`src/rtl/pe_mac_unit.sv`:
```
// rtl/pe_mac_unit.sv - systolic MAC processing element with operand forwarding, clear/drain and overflow flag
// Define PE_SAT_EN to clamp the accumulator on overflow instead of wrapping.
module pe_mac_unit #(
   parameter int DATA_W = 8,
   parameter int ACC_W  = 20,
   parameter int CNT_W  = 8,
   parameter int SIGNED = 0
) (
   input  logic              clk,
   input  logic              rst,
   input  logic [DATA_W-1:0] a_in,
   input  logic [DATA_W-1:0] b_in,
   input  logic              in_valid,
   input  logic              acc_clear,
   input  logic              drain,
   output logic [DATA_W-1:0] a_out,
   output logic [DATA_W-1:0] b_out,
   output logic              valid_out,
   output logic [ACC_W-1:0]  acc_out,
   output logic              acc_valid,
   output logic [CNT_W-1:0]  cnt_out,
   output logic              ovf_out
);

   localparam int   PW  = 2 * DATA_W;
   localparam logic SGN = (SIGNED != 0);

   typedef enum logic [1:0] {IDLE, ACC, DONE} state_t;
   state_t state;

   logic [ACC_W-1:0] acc;
   logic [CNT_W-1:0] cnt;
   logic             ovf;

   logic [PW-1:0]    a_ext, b_ext, prod;
   logic [ACC_W-1:0] prod_ext, base, sum, acc_next;
   logic [ACC_W:0]   sum_w;
   logic [CNT_W-1:0] cnt_base, cnt_next;
   logic             ovf_base, ovf_next, add_ovf;

   // Extending both operands to full product width keeps the low PW bits exact for either signedness.
   assign a_ext = {{(PW-DATA_W){a_in[DATA_W-1] & SGN}}, a_in};
   assign b_ext = {{(PW-DATA_W){b_in[DATA_W-1] & SGN}}, b_in};
   assign prod  = a_ext * b_ext;

   generate
      if (ACC_W > PW) begin : g_ext
         assign prod_ext = {{(ACC_W-PW){prod[PW-1] & SGN}}, prod};
      end else begin : g_noext
         assign prod_ext = prod;
      end
   endgenerate

   assign base     = acc_clear ? '0 : acc;
   assign cnt_base = acc_clear ? '0 : cnt;
   assign ovf_base = acc_clear ? 1'b0 : ovf;

   assign sum_w = {1'b0, base} + {1'b0, prod_ext};
   assign sum   = sum_w[ACC_W-1:0];

   always_comb begin
      add_ovf = 1'b0;
      if (in_valid) begin
         if (SGN)
            add_ovf = (base[ACC_W-1] == prod_ext[ACC_W-1]) && (sum[ACC_W-1] != base[ACC_W-1]);
         else
            add_ovf = sum_w[ACC_W];
      end
   end

`ifdef PE_SAT_EN
   logic [ACC_W-1:0] sat_val;
   // Signed overflow direction follows the common sign of the two addends.
   assign sat_val = !SGN          ? {ACC_W{1'b1}} :
                    base[ACC_W-1] ? {1'b1, {(ACC_W-1){1'b0}}} :
                                    {1'b0, {(ACC_W-1){1'b1}}};
   assign acc_next = !in_valid ? base : (add_ovf ? sat_val : sum);
`else
   assign acc_next = in_valid ? sum : base;
`endif

   assign cnt_next = cnt_base + CNT_W'(in_valid && !(&cnt_base));
   assign ovf_next = ovf_base | add_ovf;

   always_ff @(posedge clk or negedge rst) begin
      if (!rst) begin
         a_out     <= '0;
         b_out     <= '0;
         valid_out <= 1'b0;
         acc       <= '0;
         cnt       <= '0;
         ovf       <= 1'b0;
         acc_out   <= '0;
         cnt_out   <= '0;
         ovf_out   <= 1'b0;
      end else begin
         a_out     <= a_in;
         b_out     <= b_in;
         valid_out <= in_valid;
         if (drain) begin
            acc_out <= acc_next;
            cnt_out <= cnt_next;
            ovf_out <= ovf_next;
            acc     <= '0;
            cnt     <= '0;
            ovf     <= 1'b0;
         end else begin
            acc     <= acc_next;
            cnt     <= cnt_next;
            ovf     <= ovf_next;
         end
      end
   end

   always_ff @(posedge clk or negedge rst) begin
      if (!rst) begin
         state     <= IDLE;
         acc_valid <= 1'b0;
      end else if (drain) begin
         state     <= DONE;
         acc_valid <= 1'b1;
      end else begin
         acc_valid <= 1'b0;
         case (state)
            IDLE:    if (in_valid) state <= ACC;
            ACC:     if (acc_clear && !in_valid) state <= IDLE;
            DONE:    state <= in_valid ? ACC : IDLE;
            default: state <= IDLE;
         endcase
      end
   end

endmodule
```
`config.mk`:
```
export PLATFORM = sky130hd
export DESIGN_NAME = pe_mac_unit
export DESIGN_NICKNAME = d
export VERILOG_FILES = /design/src/rtl/pe_mac_unit.sv
export SDC_FILE = /design/constraint.sdc
export NUM_CORES = 1
export LEC_CHECK = 0
export ABC_AREA = 1
export BUFFER_PORTS_ARGS = -buffer_cell sky130_fd_sc_hd__buf_2
export CORE_AREA = 2 2 126 128
export CTS_BUF_LIST = sky130_fd_sc_hd__clkbuf_16
export CTS_CLUSTER_DIAMETER = 30
export DETAILED_ROUTE_END_ITERATION = 12
export DIE_AREA = 0 0 128 130
export HOLD_SLACK_MARGIN = 0.03
export REMOVE_ABC_BUFFERS = 1
export SETUP_SLACK_MARGIN = 0.4
export SKIP_LAST_GASP = 1
export SYNTH_ARGS = -nofsm -noshare
export SYNTH_HDL_FRONTEND = slang
export SYNTH_SLANG_ARGS = --single-unit
```
`constraint.sdc`:
```
create_clock -name clk -period 5.3 [get_ports clk]
set_clock_uncertainty 0.1 [all_clocks]
set_input_delay 0.795 -clock clk [delete_from_list [all_inputs] [get_ports clk]]
set_output_delay 0.795 -clock clk [all_outputs]
set_load 0.05 [all_outputs]
```
==> impl_metrics.tcl, run 1 <==
set metrics [dict create \
    slew_headroom_pct 33.1 \
    cts.sink_count 76 \
    status "finished, final reports clean" \
    final_cell_mix "234 x nand2_1, 195 x inv_1, 76 x dfrtp_1" \
    cts_buffers 9 \
    n_antenna_cell 0 \
    clk_latency_ns 0.35 \
    worstRegToRegCells 20 \
    setup_viol 0 \
    synthMuxAreaShare_pct 0 \
    grt.met3_usage_pct 4.43 \
    p_sw_mw 1.42 \
    synthAdderAreaFrac_pct 25.0 \
    yosys_register_bits 76 \
    path_clk_slew_ns 0.07 \
    grtUsageTotal_pct 17.8 \
    max_freq_mhz 221 \
    synth_top_family_by_area "adder cells" \
    yosys.area.top_type_share_pct 31.0 \
    synth_top_area_cell "dfrtp_1" \
    portBuffers 67 \
    die-area_sq_um 16600 \
    yosys.area_share.simple_pct 23.7 \
    ys_seq_area_share_pct 31.0 \
    grt_pass1_wl_microns 23300 \
    ctsHoldBuffers 0 \
    regToRegStartpoint "acc[7]$_DFF_PN0_" \
    die_w_microns 128 \
    cell_internal_pwr_mw 1.54 \
    grt_util_met1_pct 25.0 \
    drt_pass1_iterations 7 \
    finalCritPeriodShare_pct 85.6 \
    io_pins 68 \
    combPwrFrac_pct 56.4 \
    grt_pass1_vias 4724 \
    pwr-share-clk_pct 20.0 \
    cts_buffer_depth 2 \
    max_cap_violations 0 \
    setup_ws_ns 0.765 \
    hold_violations 0 \
    netlist_area_sq_um 6140 \
    yosys_warnings 0 \
    rows 46 \
    dp.final_hpwl_microns 10100 \
    final_common_cell "nand2_1" \
    initialDrtViolationCount 184 \
    gp_congestion 0.813 \
    synth.area.top_cells "dfrtp_1 31%, fa_1 16%, nand2_1 14%" \
    core_area_sq_um 15400 \
    fill_cells 1559 \
    arrival_ns 4.68 \
    antenna_found_initial 0 \
    drt-vias-per-instance 4.45 \
    fp.dieH_microns 130 \
    r2r_slack_ns 1.30 \
    ant_nets 0 \
    globalRoute.busiestLayer "met2" \
    cp.required_ns 5.44 \
    avgSynthCellArea_sq_um 7.64 \
    clock-root-buffer "clkbuf_16" \
    wl_microns 13400 \
    routed-via-count 4663 \
    area_growth_pct 11.5 \
    synthesis.instances 804 \
    cts_resized 0 \
    hold_class "flip-flop to flip-flop" \
    overflow 0 \
    slew_viol_final 0 \
    crit_path_start_kind "input port" \
    grtUsageMet2_pct 27.5 \
    worst_slew_pin_slew_ns 1.00 \
    pwr-share-seq_pct 23.6 \
    power_density_nw_per_um2 432 \
    place_inst 1031 \
    final_cells 1047 \
    p_leak_nw 4.10 \
    switching_share_pct 47.9 \
    start_util_pct 39.8 \
    crit_fanout 9 \
    rsz0062_at_grt "false" \
    peakVddDrop_uv 211 \
    htree_levels 3 \
    grt_max_degree 77 \
    min_from "acc_out[6]$_DFFE_PN0P_" \
    yosysUniqueCellTypes 33 \
    fin_nets 964 \
    wl_per_cell_microns 12.8 \
    whs_endpoint "acc_out[6]$_DFFE_PN0P_" \
    postCtsSetupBuffers 0 \
    drc 0 \
    synth_xor_xnor_area_share_pct 1.43 \
    fin_crit_ns 4.53 \
    holdPathStages 2 \
    fin_tns_setup_ns 0 \
    worstSetupEndpointType "flip-flop" \
    drive_gt1_share_pct 13.3 \
    reg2reg_to "acc_out[19]$_DFFE_PN0P_" \
    cts_tree "yes" \
    synth_compound_area_share_pct 3.93 \
    worst-setup-path-type "input port to flip-flop" \
    dpl_worst_slack_ns 0.390 \
]
[critical path, stage by stage]
cell	delay, ns
buf_2	0.20
nand2_1	0.11
fa_1	0.53
fa_1	0.55
inv_1	0.07
fa_1	0.53
inv_1	0.06
fa_1	0.55
inv_1	0.05
ha_1	0.34
nand2_1	0.09
nor2_1	0.11
nand3_1	0.09
nand2_2	0.12
nand2_1	0.08
nand2_1	0.10
nand2_1	0.06
nand2_1	0.08
nand2_1	0.05
nand2_1	0.05
nand2_1	0.06
[flip-flops by register name (all words and copies together), names as in the netlist, 8 cells and up]
signal and cells:
b_out 8, cnt 8, acc 20, cnt_out 8, a_out 8, acc_out 20
[routing by layer]
layer / share of wire, % / vias up
met5: 0 / -
met3: 5.9 / 14
met4: 1.1 / 0
met1: 49 / 2105
met2: 44 / 109
li1: - / 2435
[synth_stat cells (all sizes together)]
| master | instances |
|---|---|
| or2 | 1 |
| ha | 43 |
| and3 | 1 |
| o31ai | 1 |
| dfrtp | 76 |
| xnor2 | 5 |
| nand3 | 36 |
| nor2 | 58 |
| inv | 198 |
| xor2 | 5 |
| fa | 50 |
| buf | 11 |
| and2 | 2 |
| nand4 | 2 |
| a21oi | 11 |
| nor4 | 1 |
| o21ai | 34 |
| nand2 | 246 |
| clkbuf | 23 |
[metrics by stage]
| stage | area (sq um) | utilization, % | hold WS [ns] | power (mW) |
|---|---|---|---|---|
| floorplan | 5980 | - | 0.399 | 1.99 |
| global placement | 6570 | 42.6 | 0.366 | 2.38 |
| detailed placement | 6570 | 42.6 | 0.361 | 2.39 |
| CTS | 6850 | 44.4 | 0.385 | 3.01 |
| global route | 6850 | 44.4 | 0.400 | 3.29 |
| finish | 6850 | 44.4 | 0.381 | 2.96 |
[power by group through the flow]
stage | clock (mW) | sequential [mW] | combinational (mW)
final | 0.593 | 0.698 | 1.67
after global routing | 0.638 | 0.707 | 1.94
after CTS | 0.619 | 0.698 | 1.69
after detailed placement | 0 | 0.709 | 1.68
after global placement | 0 | 0.710 | 1.67
after floorplan | 0 | 0.889 | 1.10
[area by class of cell]
class	instances	area [sq um]	area share (%)
sequential	76	1900	27.7
clock buffer	9	225	3.29
clock inverter	7	60.1	0.876
tap	192	240	3.50
inverter	198	751	11.0
multi-input combinational	496	3320	48.5
timing repair buffer	69	353	5.15
[worst max-delay path by stage]
stage	from	endpoint	cells past startpoint
6_report	a_in[0]	acc_out[19]$_DFFE_PN0P_	21
5_1_grt	a_in[0]	ovf_out$_DFFE_PN0P_	22
4_1_cts	a_in[0]	acc_out[19]$_DFFE_PN0P_	21
3_5_place_dp	a_in[0]	acc_out[19]$_DFFE_PN0P_	21
3_3_place_gp	a_in[0]	acc_out[19]$_DFFE_PN0P_	21
2_1_floorplan	a_in[0]	ovf_out$_DFFE_PN0P_	21
[cells by family after synthesis]
| group | after synthesis |
|---|---|
| buffers and inverters | 232 |
| and+or+nand+nor | 347 |
| DFF | 76 |
| xor gates and xnor gates | 10 |
| AOI/OAI and AO/OA | 46 |
| adders and majority gates | 93 |
Note: power is estimated with default switching activity, not from simulation.
==> run 2, diff against run 1 <==
Settings changed: CTS_BUF_LIST sky130_fd_sc_hd__clkbuf_16 to sky130_fd_sc_hd__clkbuf_8 sky130_fd_sc_hd__clkbuf_16, SLEW_MARGIN from default to 20.
==> run 2 against run 1 <==
Cell count stayed put. Routed wire length hardly changed. Fmax hardly changed. Core utilization hardly changed. Sequential cell count stayed put. Via count hardly changed. Non-clock buffer count stayed put. Count of clock-buffer cells in the layout stayed put. Total power hardly changed. Sequential share of layout area hardly changed. Largest power group unchanged.
==> impl_metrics.tcl, run 2 (synthesis gave the netlist of run 1 again) <==
set metrics [dict create \
    place_inst 1031 \
    cts_resized 0 \
    io_pins 68 \
    rows 46 \
    cts.sink_count 76 \
    wl_microns 13400 \
    worstSetupEndpointType "flip-flop" \
    status "finished, final reports clean" \
    setup_ws_ns 0.765 \
    fin_tns_setup_ns 0 \
    crit_path_start_kind "input port" \
    hold_ws_ns 0.378 \
    cts_buffers 9 \
    wl_per_cell_microns 12.8 \
    grtUsageTotal_pct 17.8 \
    p_leak_nw 4.10 \
    fin_crit_ns 4.53 \
    area_growth_pct 11.6 \
    clk_latency_ns 0.35 \
    drt_pass1_iterations 7 \
    cp.required_ns 5.44 \
    final_util_pct 44.5 \
    postCtsSetupBuffers 0 \
    drive_gt1_share_pct 13.3 \
    max_cap_violations 0 \
    final_cells 1047 \
    fill_cells 1559 \
    worst-setup-path-type "input port to flip-flop" \
    rsz0062_at_grt "false" \
    overflow 0 \
    antenna_found_initial 0 \
    path_clk_slew_ns 0.07 \
    portBuffers 67 \
    final_cell_mix "234 x nand2_1, 195 x inv_1, 76 x dfrtp_1" \
    dpl_worst_slack_ns 0.390 \
    start_util_pct 39.8 \
    gp_congestion 0.813 \
    ant_nets 0 \
    dp.final_hpwl_microns 10100 \
    cts_buffer_depth 2 \
    grt_max_degree 77 \
    ctsHoldBuffers 0 \
    drc 0 \
    fin_area_sq_um 6860 \
    hold_violations 0 \
    die-area_sq_um 16600 \
    grt_pass1_vias 4724 \
    peakVddDrop_uv 211 \
    final_common_cell "nand2_1" \
    slew_headroom_pct 46.1 \
    die_w_microns 128 \
    slew_viol_final 0 \
    crit_fanout 9 \
    placed_area_sq_um 6570 \
    grt_pass1_wl_microns 23300 \
    n_antenna_cell 0 \
    total_power_mw 2.96 \
    initialDrtViolationCount 184 \
    fp.dieH_microns 130 \
    setup_viol 0 \
    reg_top3 "acc (20), acc_out (20)" \
    cts_tree "yes" \
    arrival_ns 4.68 \
    htree_levels 3 \
    max_freq_mhz 221 \
    hold_class "input port to asynchronous set/reset pin" \
    power_density_nw_per_um2 432 \
    finalCritPeriodShare_pct 85.6 \
    core_area_sq_um 15400 \
    routed-via-count 4667 \
    clock-root-buffer "clkbuf_16" \
    worst_slew_pin_slew_ns 0.809 \
    drt-vias-per-instance 4.46 \
    fin_nets 964 \
]
run 2: layout make-up:
type	instances	area (sq um)	share of cell area, %
inverter	198	751	10.9
timing repair buffer	69	357	5.20
multi-input combinational	496	3320	48.5
clock buffer	9	225	3.28
clock inverter	7	60.1	0.876
sequential	76	1900	27.7
tap	192	240	3.50
run 2: worst paths after layout:
| path | slack, ns | end | cells after the start | from |
|---|---|---|---|---|
| max in group asynchronous | 4.23 | acc_out[8]$_DFFE_PN0P_ | 1 | rst |
| max | 0.77 | acc_out[19]$_DFFE_PN0P_ | 21 | a_in[0] |
| min | 0.38 | a_out[0]$_DFF_PN0_ | 1 | rst |
| min reg2reg | 0.38 | acc_out[6]$_DFFE_PN0P_ | 2 | acc_out[6]$_DFFE_PN0P_ |
| min in group clk | 0.38 | acc_out[6]$_DFFE_PN0P_ | 2 | acc_out[6]$_DFFE_PN0P_ |
| max reg2reg | 1.30 | acc_out[19]$_DFFE_PN0P_ | 20 | acc[7]$_DFF_PN0_ |
run 2: worst max-delay path, cell delays in order:
cell	delay [ns]
buf_2	0.20
nand2_1	0.11
fa_1	0.53
fa_1	0.55
inv_1	0.07
fa_1	0.53
inv_1	0.06
fa_1	0.55
inv_1	0.05
ha_1	0.34
nand2_1	0.09
nor2_1	0.11
nand3_1	0.09
nand2_2	0.12
nand2_1	0.08
nand2_1	0.10
nand2_1	0.06
nand2_1	0.08
nand2_1	0.05
nand2_1	0.05
nand2_1	0.06
run 2: power by group:
group | leakage, nW | internal (mW) | switching (mW) | total (mW)
clock | 0.142 | 0.324 | 0.268 | 0.593
sequential | 0.977 | 0.665 | 0.0327 | 0.698
combinational | 2.98 | 0.554 | 1.12 | 1.67
run 2: routing by layer:
layer,vias to the layer above,share of wire (%),track usage (%)
met5,-,0,0
met4,0,1.1,5.30
met3,14,6.0,4.43
met2,111,44,27.5
met1,2107,49,25.0
li1,2435,-,-
